==> src/rtl/led_cmd_ctrl_if.sv <==
// Bus between the uart_rx byte stream and the LED command controller.
// The master side drives received bytes and watches the LED engine;
// the slave side is the controller itself.
interface led_cmd_ctrl_if;
   logic       valid_byte;
   logic [7:0] data_in;
   logic       rx_error;
   logic [7:0] leds;
   logic [1:0] mode;
   logic       frame_done;
   logic       cmd_error;

   modport master (
      output valid_byte, data_in, rx_error,
      input  leds, mode, frame_done, cmd_error
   );

   modport slave (
      input  valid_byte, data_in, rx_error,
      output leds, mode, frame_done, cmd_error
   );
endinterface

==> src/rtl/led_cmd_ctrl.sv <==
// Two-byte command decoder and LED pattern engine (static / bouncing scan / blink).
// A frame is a command byte ('S', 'K' or 'B') followed by one argument byte.
module led_cmd_ctrl #(
   parameter int TICK_DIV    = 12000,
   parameter int BLINK_STEPS = 8,
   parameter int TIMEOUT     = 1200000
) (
   input  logic          i_clk,
   input  logic          i_reset_n,
   led_cmd_ctrl_if.slave io_bus
);
   localparam int PS_W   = (TICK_DIV > 1) ? $clog2(TICK_DIV) : 1;
   localparam int TO_W   = $clog2(TIMEOUT);
   // Step counter must hold both step_len-1 (8-bit arg) and BLINK_STEPS-1
   localparam int STEP_W = ($clog2(BLINK_STEPS) > 8) ? $clog2(BLINK_STEPS) : 8;

   localparam logic [7:0] CMD_STATIC = 8'h53;
   localparam logic [7:0] CMD_SCAN   = 8'h4B;
   localparam logic [7:0] CMD_BLINK  = 8'h42;

   localparam logic [1:0] MODE_STATIC = 2'd0;
   localparam logic [1:0] MODE_SCAN   = 2'd1;
   localparam logic [1:0] MODE_BLINK  = 2'd2;

   typedef enum logic {ST_IDLE = 1'b0, ST_WAIT_ARG = 1'b1} state_t;

   state_t            r_state;
   state_t            w_state_next;
   logic              r_valid_q;
   logic              w_accept;
   logic              w_is_cmd;
   logic              w_timeout;
   logic              w_latch_cmd;
   logic              w_apply;
   logic              w_frame_done_next;
   logic              w_cmd_error_next;
   logic [7:0]        r_cmd;
   logic [TO_W-1:0]   r_to_cnt;
   logic              r_frame_done;
   logic              r_cmd_error;

   logic [PS_W-1:0]   r_presc;
   logic              w_tick;
   logic [STEP_W-1:0] r_step;
   logic [STEP_W-1:0] w_step_last;
   logic              w_pattern_runs;
   logic              w_step;
   logic [1:0]        r_mode;
   logic [7:0]        r_leds;
   logic [7:0]        r_step_len;
   logic [7:0]        r_blink_pat;
   logic              r_dir;     // 0 = moving left (towards 0x80), 1 = moving right
   logic              r_phase;   // 1 = blink pattern shown
   logic [7:0]        w_scan_next;

   // A byte arrives on the rising edge of valid_byte; data_in is stable then
   assign w_accept  = io_bus.valid_byte & ~r_valid_q;
   assign w_is_cmd  = (io_bus.data_in == CMD_STATIC) || (io_bus.data_in == CMD_SCAN) ||
                      (io_bus.data_in == CMD_BLINK);
   assign w_timeout = (r_to_cnt == TO_W'(TIMEOUT - 1));

   // Edge detector history; cleared by reset so a held-high byte is taken once after release
   always_ff @(posedge i_clk or negedge i_reset_n) begin
      if (!i_reset_n) begin
         r_valid_q <= 1'b0;
      end else begin
         r_valid_q <= io_bus.valid_byte;
      end
   end

   // Parser state register with the registered status pulses and command latch
   always_ff @(posedge i_clk or negedge i_reset_n) begin
      if (!i_reset_n) begin
         r_state      <= ST_IDLE;
         r_frame_done <= 1'b0;
         r_cmd_error  <= 1'b0;
         r_cmd        <= 8'h00;
         r_to_cnt     <= '0;
      end else begin
         r_state      <= w_state_next;
         r_frame_done <= w_frame_done_next;
         r_cmd_error  <= w_cmd_error_next;
         if (w_latch_cmd) begin
            r_cmd    <= io_bus.data_in;
            r_to_cnt <= '0;
         end else if (r_state == ST_WAIT_ARG && !w_timeout) begin
            r_to_cnt <= r_to_cnt + TO_W'(1);
         end
      end
   end

   // Parser next-state: abort and argument both return to IDLE, as does timeout
   always_comb begin
      w_state_next = r_state;
      case (r_state)
         ST_IDLE: begin
            if (w_accept && w_is_cmd) begin
               w_state_next = ST_WAIT_ARG;
            end
         end
         ST_WAIT_ARG: begin
            if (io_bus.rx_error || w_accept || w_timeout) begin
               w_state_next = ST_IDLE;
            end
         end
         default: w_state_next = ST_IDLE;
      endcase
   end

   // Parser outputs: rx_error beats a simultaneous argument byte, argument beats timeout
   always_comb begin
      w_latch_cmd       = 1'b0;
      w_apply           = 1'b0;
      w_frame_done_next = 1'b0;
      w_cmd_error_next  = 1'b0;
      case (r_state)
         ST_IDLE: begin
            if (w_accept) begin
               if (w_is_cmd) begin
                  w_latch_cmd = 1'b1;
               end else begin
                  w_cmd_error_next = 1'b1;
               end
            end
         end
         ST_WAIT_ARG: begin
            if (io_bus.rx_error) begin
               w_cmd_error_next = 1'b1;
            end else if (w_accept) begin
               w_apply           = 1'b1;
               w_frame_done_next = 1'b1;
            end else if (w_timeout) begin
               w_cmd_error_next = 1'b1;
            end
         end
         default: ;
      endcase
   end

   assign w_tick         = (r_presc == PS_W'(TICK_DIV - 1));
   assign w_pattern_runs = (r_mode == MODE_SCAN) || (r_mode == MODE_BLINK);
   assign w_step_last    = (r_mode == MODE_SCAN) ? (STEP_W'(r_step_len) - STEP_W'(1))
                                                 : STEP_W'(BLINK_STEPS - 1);
   assign w_step         = w_tick && w_pattern_runs && (r_step == w_step_last);
   assign w_scan_next    = r_dir ? (r_leds >> 1) : (r_leds << 1);

   // Pattern tick prescaler; every apply restarts the timebase
   always_ff @(posedge i_clk or negedge i_reset_n) begin
      if (!i_reset_n) begin
         r_presc <= '0;
      end else if (w_apply || w_tick) begin
         r_presc <= '0;
      end else begin
         r_presc <= r_presc + PS_W'(1);
      end
   end

   // Ticks-per-step counter, only meaningful while a moving pattern runs
   always_ff @(posedge i_clk or negedge i_reset_n) begin
      if (!i_reset_n) begin
         r_step <= '0;
      end else if (w_apply) begin
         r_step <= '0;
      end else if (w_tick && w_pattern_runs) begin
         r_step <= (r_step == w_step_last) ? '0 : (r_step + STEP_W'(1));
      end
   end

   // LED engine: frame apply loads a new pattern, otherwise advance on each step
   always_ff @(posedge i_clk or negedge i_reset_n) begin
      if (!i_reset_n) begin
         r_mode      <= MODE_STATIC;
         r_leds      <= 8'h00;
         r_step_len  <= 8'd1;
         r_blink_pat <= 8'h00;
         r_dir       <= 1'b0;
         r_phase     <= 1'b1;
      end else if (w_apply) begin
         case (r_cmd)
            CMD_STATIC: begin
               r_mode <= MODE_STATIC;
               r_leds <= io_bus.data_in;
            end
            CMD_SCAN: begin
               r_mode     <= MODE_SCAN;
               r_step_len <= (io_bus.data_in == 8'h00) ? 8'd1 : io_bus.data_in;
               r_leds     <= 8'h01;
               r_dir      <= 1'b0;
            end
            CMD_BLINK: begin
               r_mode      <= MODE_BLINK;
               r_blink_pat <= io_bus.data_in;
               r_phase     <= 1'b1;
               r_leds      <= io_bus.data_in;
            end
            default: ;
         endcase
      end else if (w_step) begin
         if (r_mode == MODE_SCAN) begin
            r_leds <= w_scan_next;
            // Turn around at the ends so neither endpoint is shown twice
            if (!r_dir && w_scan_next == 8'h80) begin
               r_dir <= 1'b1;
            end else if (r_dir && w_scan_next == 8'h01) begin
               r_dir <= 1'b0;
            end
         end else begin
            r_phase <= ~r_phase;
            r_leds  <= r_phase ? 8'h00 : r_blink_pat;
         end
      end
   end

   assign io_bus.leds       = r_leds;
   assign io_bus.mode       = r_mode;
   assign io_bus.frame_done = r_frame_done;
   assign io_bus.cmd_error  = r_cmd_error;
endmodule

==> src/flat_wrapper.sv <==
// flat-port wrapper written by rule: the top's interface ports become plain ports
module led_cmd_ctrl_flat 
#(
   parameter int TICK_DIV    = 12000,
   parameter int BLINK_STEPS = 8,
   parameter int TIMEOUT     = 1200000
)
  (i_clk, i_reset_n, io_bus_valid_byte, io_bus_data_in, io_bus_rx_error, io_bus_leds, io_bus_mode, io_bus_frame_done, io_bus_cmd_error);
  led_cmd_ctrl_if io_bus_i ();
  input  logic i_clk;
  input  logic i_reset_n;
  input wire logic [$bits(io_bus_i.valid_byte)-1:0] io_bus_valid_byte;
  input wire logic [$bits(io_bus_i.data_in)-1:0] io_bus_data_in;
  input wire logic [$bits(io_bus_i.rx_error)-1:0] io_bus_rx_error;
  output wire logic [$bits(io_bus_i.leds)-1:0] io_bus_leds;
  output wire logic [$bits(io_bus_i.mode)-1:0] io_bus_mode;
  output wire logic [$bits(io_bus_i.frame_done)-1:0] io_bus_frame_done;
  output wire logic [$bits(io_bus_i.cmd_error)-1:0] io_bus_cmd_error;
  assign io_bus_i.valid_byte = io_bus_valid_byte;
  assign io_bus_i.data_in = io_bus_data_in;
  assign io_bus_i.rx_error = io_bus_rx_error;
  assign io_bus_leds = io_bus_i.leds;
  assign io_bus_mode = io_bus_i.mode;
  assign io_bus_frame_done = io_bus_i.frame_done;
  assign io_bus_cmd_error = io_bus_i.cmd_error;
  led_cmd_ctrl #(.TICK_DIV(TICK_DIV), .BLINK_STEPS(BLINK_STEPS), .TIMEOUT(TIMEOUT)) u_core (.i_clk(i_clk), .i_reset_n(i_reset_n), .io_bus(io_bus_i));
endmodule
==> config.mk <==
export PLATFORM = sky130hd
export DESIGN_NAME = led_cmd_ctrl_flat
export DESIGN_NICKNAME = d
export VERILOG_FILES = /design/src/rtl/led_cmd_ctrl_if.sv /design/src/rtl/led_cmd_ctrl.sv /design/src/flat_wrapper.sv
export SDC_FILE = /design/constraint.sdc
export NUM_CORES = 1
export LEC_CHECK = 0
export BUFFER_PORTS_ARGS = -buffer_cell sky130_fd_sc_hd__buf_2
export CAP_MARGIN = 15
export CORE_ASPECT_RATIO = 0.5
export CORE_MARGIN = 2
export CORE_UTILIZATION = 25
export DETAILED_ROUTE_END_ITERATION = 8
export PLACE_DENSITY = 0.46
export SYNTH_ARGS = -nofsm -noshare
export SYNTH_HDL_FRONTEND = slang
export SYNTH_SLANG_ARGS = --single-unit
==> constraint.sdc <==
create_clock -name i_clk -period 5.79 [get_ports i_clk]
set_input_delay 0 -clock i_clk [delete_from_list [all_inputs] [get_ports i_clk]]
set_output_delay 0 -clock i_clk [all_outputs]
set_load 0.03 [all_outputs]
==> flow_summary.toml <==
[worst_setup_path]
reg2reg_setup_slack_ns = 2.78
reg2reg_from = "u_core.io_bus.mode[1]$_DFFE_PN0P_"
cpLargestDelayFamily = "compound AO/OA/AOI/OAI gates"
crit_buf_inv = 1
crit_start = "u_core.io_bus.mode[1]$_DFFE_PN0P_"
path_cells = "inv_1 -> ha_1 -> nand4_1 -> a311oi_1 -> o2111ai_4 -> a211oi_2 -> mux2_2 -> a211oi_2"
cp_max_fo = 27
worst_path_most_repeated_cell = "a211oi_2"
reg2reg_depth = 8
arrival_ns = 3.26
start_kind = "register"
crit_required_ns = 6.04
crit_path_top_delay_cell = "ha_1"
worstSetupPathType = "reg2reg"
r2r_end = "u_core.r_phase$_DFFE_PN1P_"
slowest_delay_ns = 0.74
endpoint_kind = "register"

[cells_and_area]
nets = 492
layout_commonest_cell = "dfrtp_1"
n_antenna_cell = 0
final_cell_mix = "81 x dfrtp_1, 54 x nor2_1, 37 x nand2_1"
drive_above_1_share = 0.198
postLayoutCoreUtil = 0.301
regArea_mm2 = 0.00208
num-fill-cells = 1825
fin_cells = 714
multi_input_area_mm2 = 0.00233
syn_to_final_growth_pct = 16.7

[floorplan]
dieWidth_um = 194
dieHeight_um = 99.0
ioPinCount = 24
initial_core_util = 0.257
die_area_mm2 = 0.0192
core-area_mm2 = 0.0175
rows = 34

[yosys]
yosys_most_used_dff = "dfrtp_1"
synth.distinct_cells = 60
synth.cell_area_mm2 = 0.00451
syn_area_per_cell_um2 = 10.1
synth_top_area_share = 0.449
synth_top_area_cell = "dfrtp_1"
yosysWarnings = 0
ys_ff_latch = 83
yosysSeqAreaShare = 0.461
synth_async_sr_flop_share = 1.00
synth_edf_count = 0
synthTopCellsByArea = "dfrtp_1 45%, mux2_2 6.5%, xor2_1 4.7%"
syn_nets = 462
synthCells = 445

[pwr]
clkPwrFrac = 0.420
ir_drop_v = 0.000112
switching_power_w = 0.000351
leakage_nw = 2.26
seqPwrFrac = 0.495
switching_share = 0.257
p_per_area_mw_per_mm2 = 259
p_int_w = 0.00101
combPwrFrac = 0.085

[grt]
grt_pass1_wl_um = 17400
antenna_found_initial = 0
grt_usage = 0.112
grt_max_degree = 67
grt_overflow_total = 0
grt_pass1_vias = 3307

[drt]
wl_um = 10100
drt_first_pass_iters = 4
num_vias = 3286
vias_per_cell = 4.60
drt_iter0_drc = 152
post-route-drc-count = 0
ant_nets = 0
detail_route.wl_per_cell_um = 14.1

[min_path]
whs_endpoint = "u_core.r_step_len[4]$_DFFE_PN0P_"
holdPathStages = 2
hp-start = "io_bus_data_in[4]"
hold_class = "in2reg"

[timing]
clock.fmax_mhz = 332
min_period_over_period = 0.520
slew_headroom = 0.409
worstMarginPinSlew_ns = 0.886
setup_viol = 0
min_period_ns = 3.01
drv_slew = 0
rsz0062_at_grt = "false"
final.setup.tns_ns = 0
hold_viol = 0
fin_skew_ns = 0.00791

[place]
gp_congestion = 0.731
io_buffers = 23
dpl.cell_count = 690
hpwl_um = 7070

[clock_tree]
clk_pin_slew_ns = 0.06
clkLatencyLatePin_ns = 0.34
cts_sinks = 83
htreeDepth = 3
cts_tree = "done"
cts-root-buf = "clkbuf_16"
ctsResizeCount = 0
cts_buffer_depth = 2
cts_inserted_buffers = 9

[job]
drv_cap = 0

[outcome]
outcome = "complete, no violations"
-- worst max path at each step --
stage                                   endpoint  slack [ns]  cells past startpoint
2_1_floorplan         u_core.r_phase$_DFFE_PN1P_        2.93                     10
3_3_place_gp   u_core.io_bus.leds[0]$_DFFE_PN0P_        2.78                      5
3_5_place_dp          u_core.r_phase$_DFFE_PN1P_        2.77                      8
4_1_cts               u_core.r_phase$_DFFE_PN1P_        2.75                      8
5_1_grt               u_core.r_phase$_DFFE_PN1P_        2.56                      8
6_report              u_core.r_phase$_DFFE_PN1P_        2.78                      8
-- sequential cells by signal (all words and copies together) (netlist names), 2 cells and up --
signal              count
u_core.io_bus.mode      2
u_core.r_step           8
u_core.r_blink_pat      8
u_core.r_to_cnt        21
u_core.r_step_len       8
u_core.r_cmd            8
u_core.io_bus.leds      8
u_core.r_presc         14
-- area by class of cell --
| type | instances | area share |
|---|---|---|
| sequential | 83 | 0.395 |
| clock buffer | 10 | 0.0435 |
| clock inverter | 6 | 0.0126 |
| inverter | 12 | 0.00855 |
| multi-input combinational | 335 | 0.443 |
| timing repair buffer | 34 | 0.0418 |
| tap | 234 | 0.0556 |
-- per-layer routing --
metal / up-vias / track usage / share of wire
met5: - / 0 / 0
met4: 0 / 0.0338 / 0.012
met3: 9 / 0.0267 / 0.026
met2: 45 / 0.177 / 0.46
met1: 1599 / 0.153 / 0.50
li1: 1633 / - / -
-- kinds of logic (layout without fill, tap and decap cells) --
kind of cell             after synthesis  in the layout  synth area share
AND/OR/NAND/NOR                      197            197             0.233
flip-flops                            83             83             0.461
AO/OA/AOI/OAI                         59             59            0.0985
XOR/XNOR                              39             39            0.0788
multiplexers                          35             35            0.0926
buffers and inverters                 27             62            0.0227
adder cells (fa/ha/maj)                5              5            0.0139
-- metrics by stage --
step | power, W | setup WS (ns) | hold WS, ns | instance area (um2)
after CTS | 0.00139 | 2.75 | 0.0359 | 5270
after global routing | 0.00144 | 2.56 | 0.0409 | 5270
after detailed placement | 0.000801 | 2.77 | -0.113 | 4890
after global placement | 0.000797 | 2.78 | -0.113 | 4880
final | 0.00136 | 2.78 | 0.0398 | 5270
after floorplan | 0.000753 | 2.93 | -0.296 | 4510
-- power by group through the flow --
stage	sequential, W	clock, W	combinational, W
after global routing	0.000683	0.000620	0.000135
after detailed placement	0.000684	0	0.000116
after floorplan	0.000673	0	0.0000800
after global placement	0.000684	0	0.000112
after CTS	0.000675	0.000594	0.000120
final	0.000675	0.000573	0.000116
-- cells in the mapped netlist (all sizes together), types with 2 or more instances --
cell     instances
a211o            2
a211oi           3
a21o             3
a21oi           12
a22oi            7
and2             4
and3             8
buf              2
clkbuf          13
dfrtp           81
dfstp            2
ha               5
inv             12
mux2            33
mux2i            2
nand2           37
nand2b          10
nand3           19
nand3b           2
nand4            9
nand4b           2
nor2            55
nor2b            5
nor3            10
nor3b            4
nor4             6
nor4b            3
nor4bb           3
o2111ai          3
o211ai           3
o21ai           17
or2              5
or3              5
or4              5
or4b             3
xnor2           14
xor2            24
-- worst register-to-register path, cell delays in order (launching register included) --
cell	delay, ns
dfrtp_1	0.38
inv_1	0.07
ha_1	0.74
nand4_1	0.17
a311oi_1	0.47
o2111ai_4	0.20
a211oi_2	0.33
mux2_2	0.38
a211oi_2	0.19
-- repair_timing --
| action | in CTS | in global routing |
|---|---|---|
| endpoints found under the hold margin | 27 | 0 |
| buffers inserted | 0 | 0 |
| hold buffers | 8 | 0 |
Power figures use the tool's default switching activity.
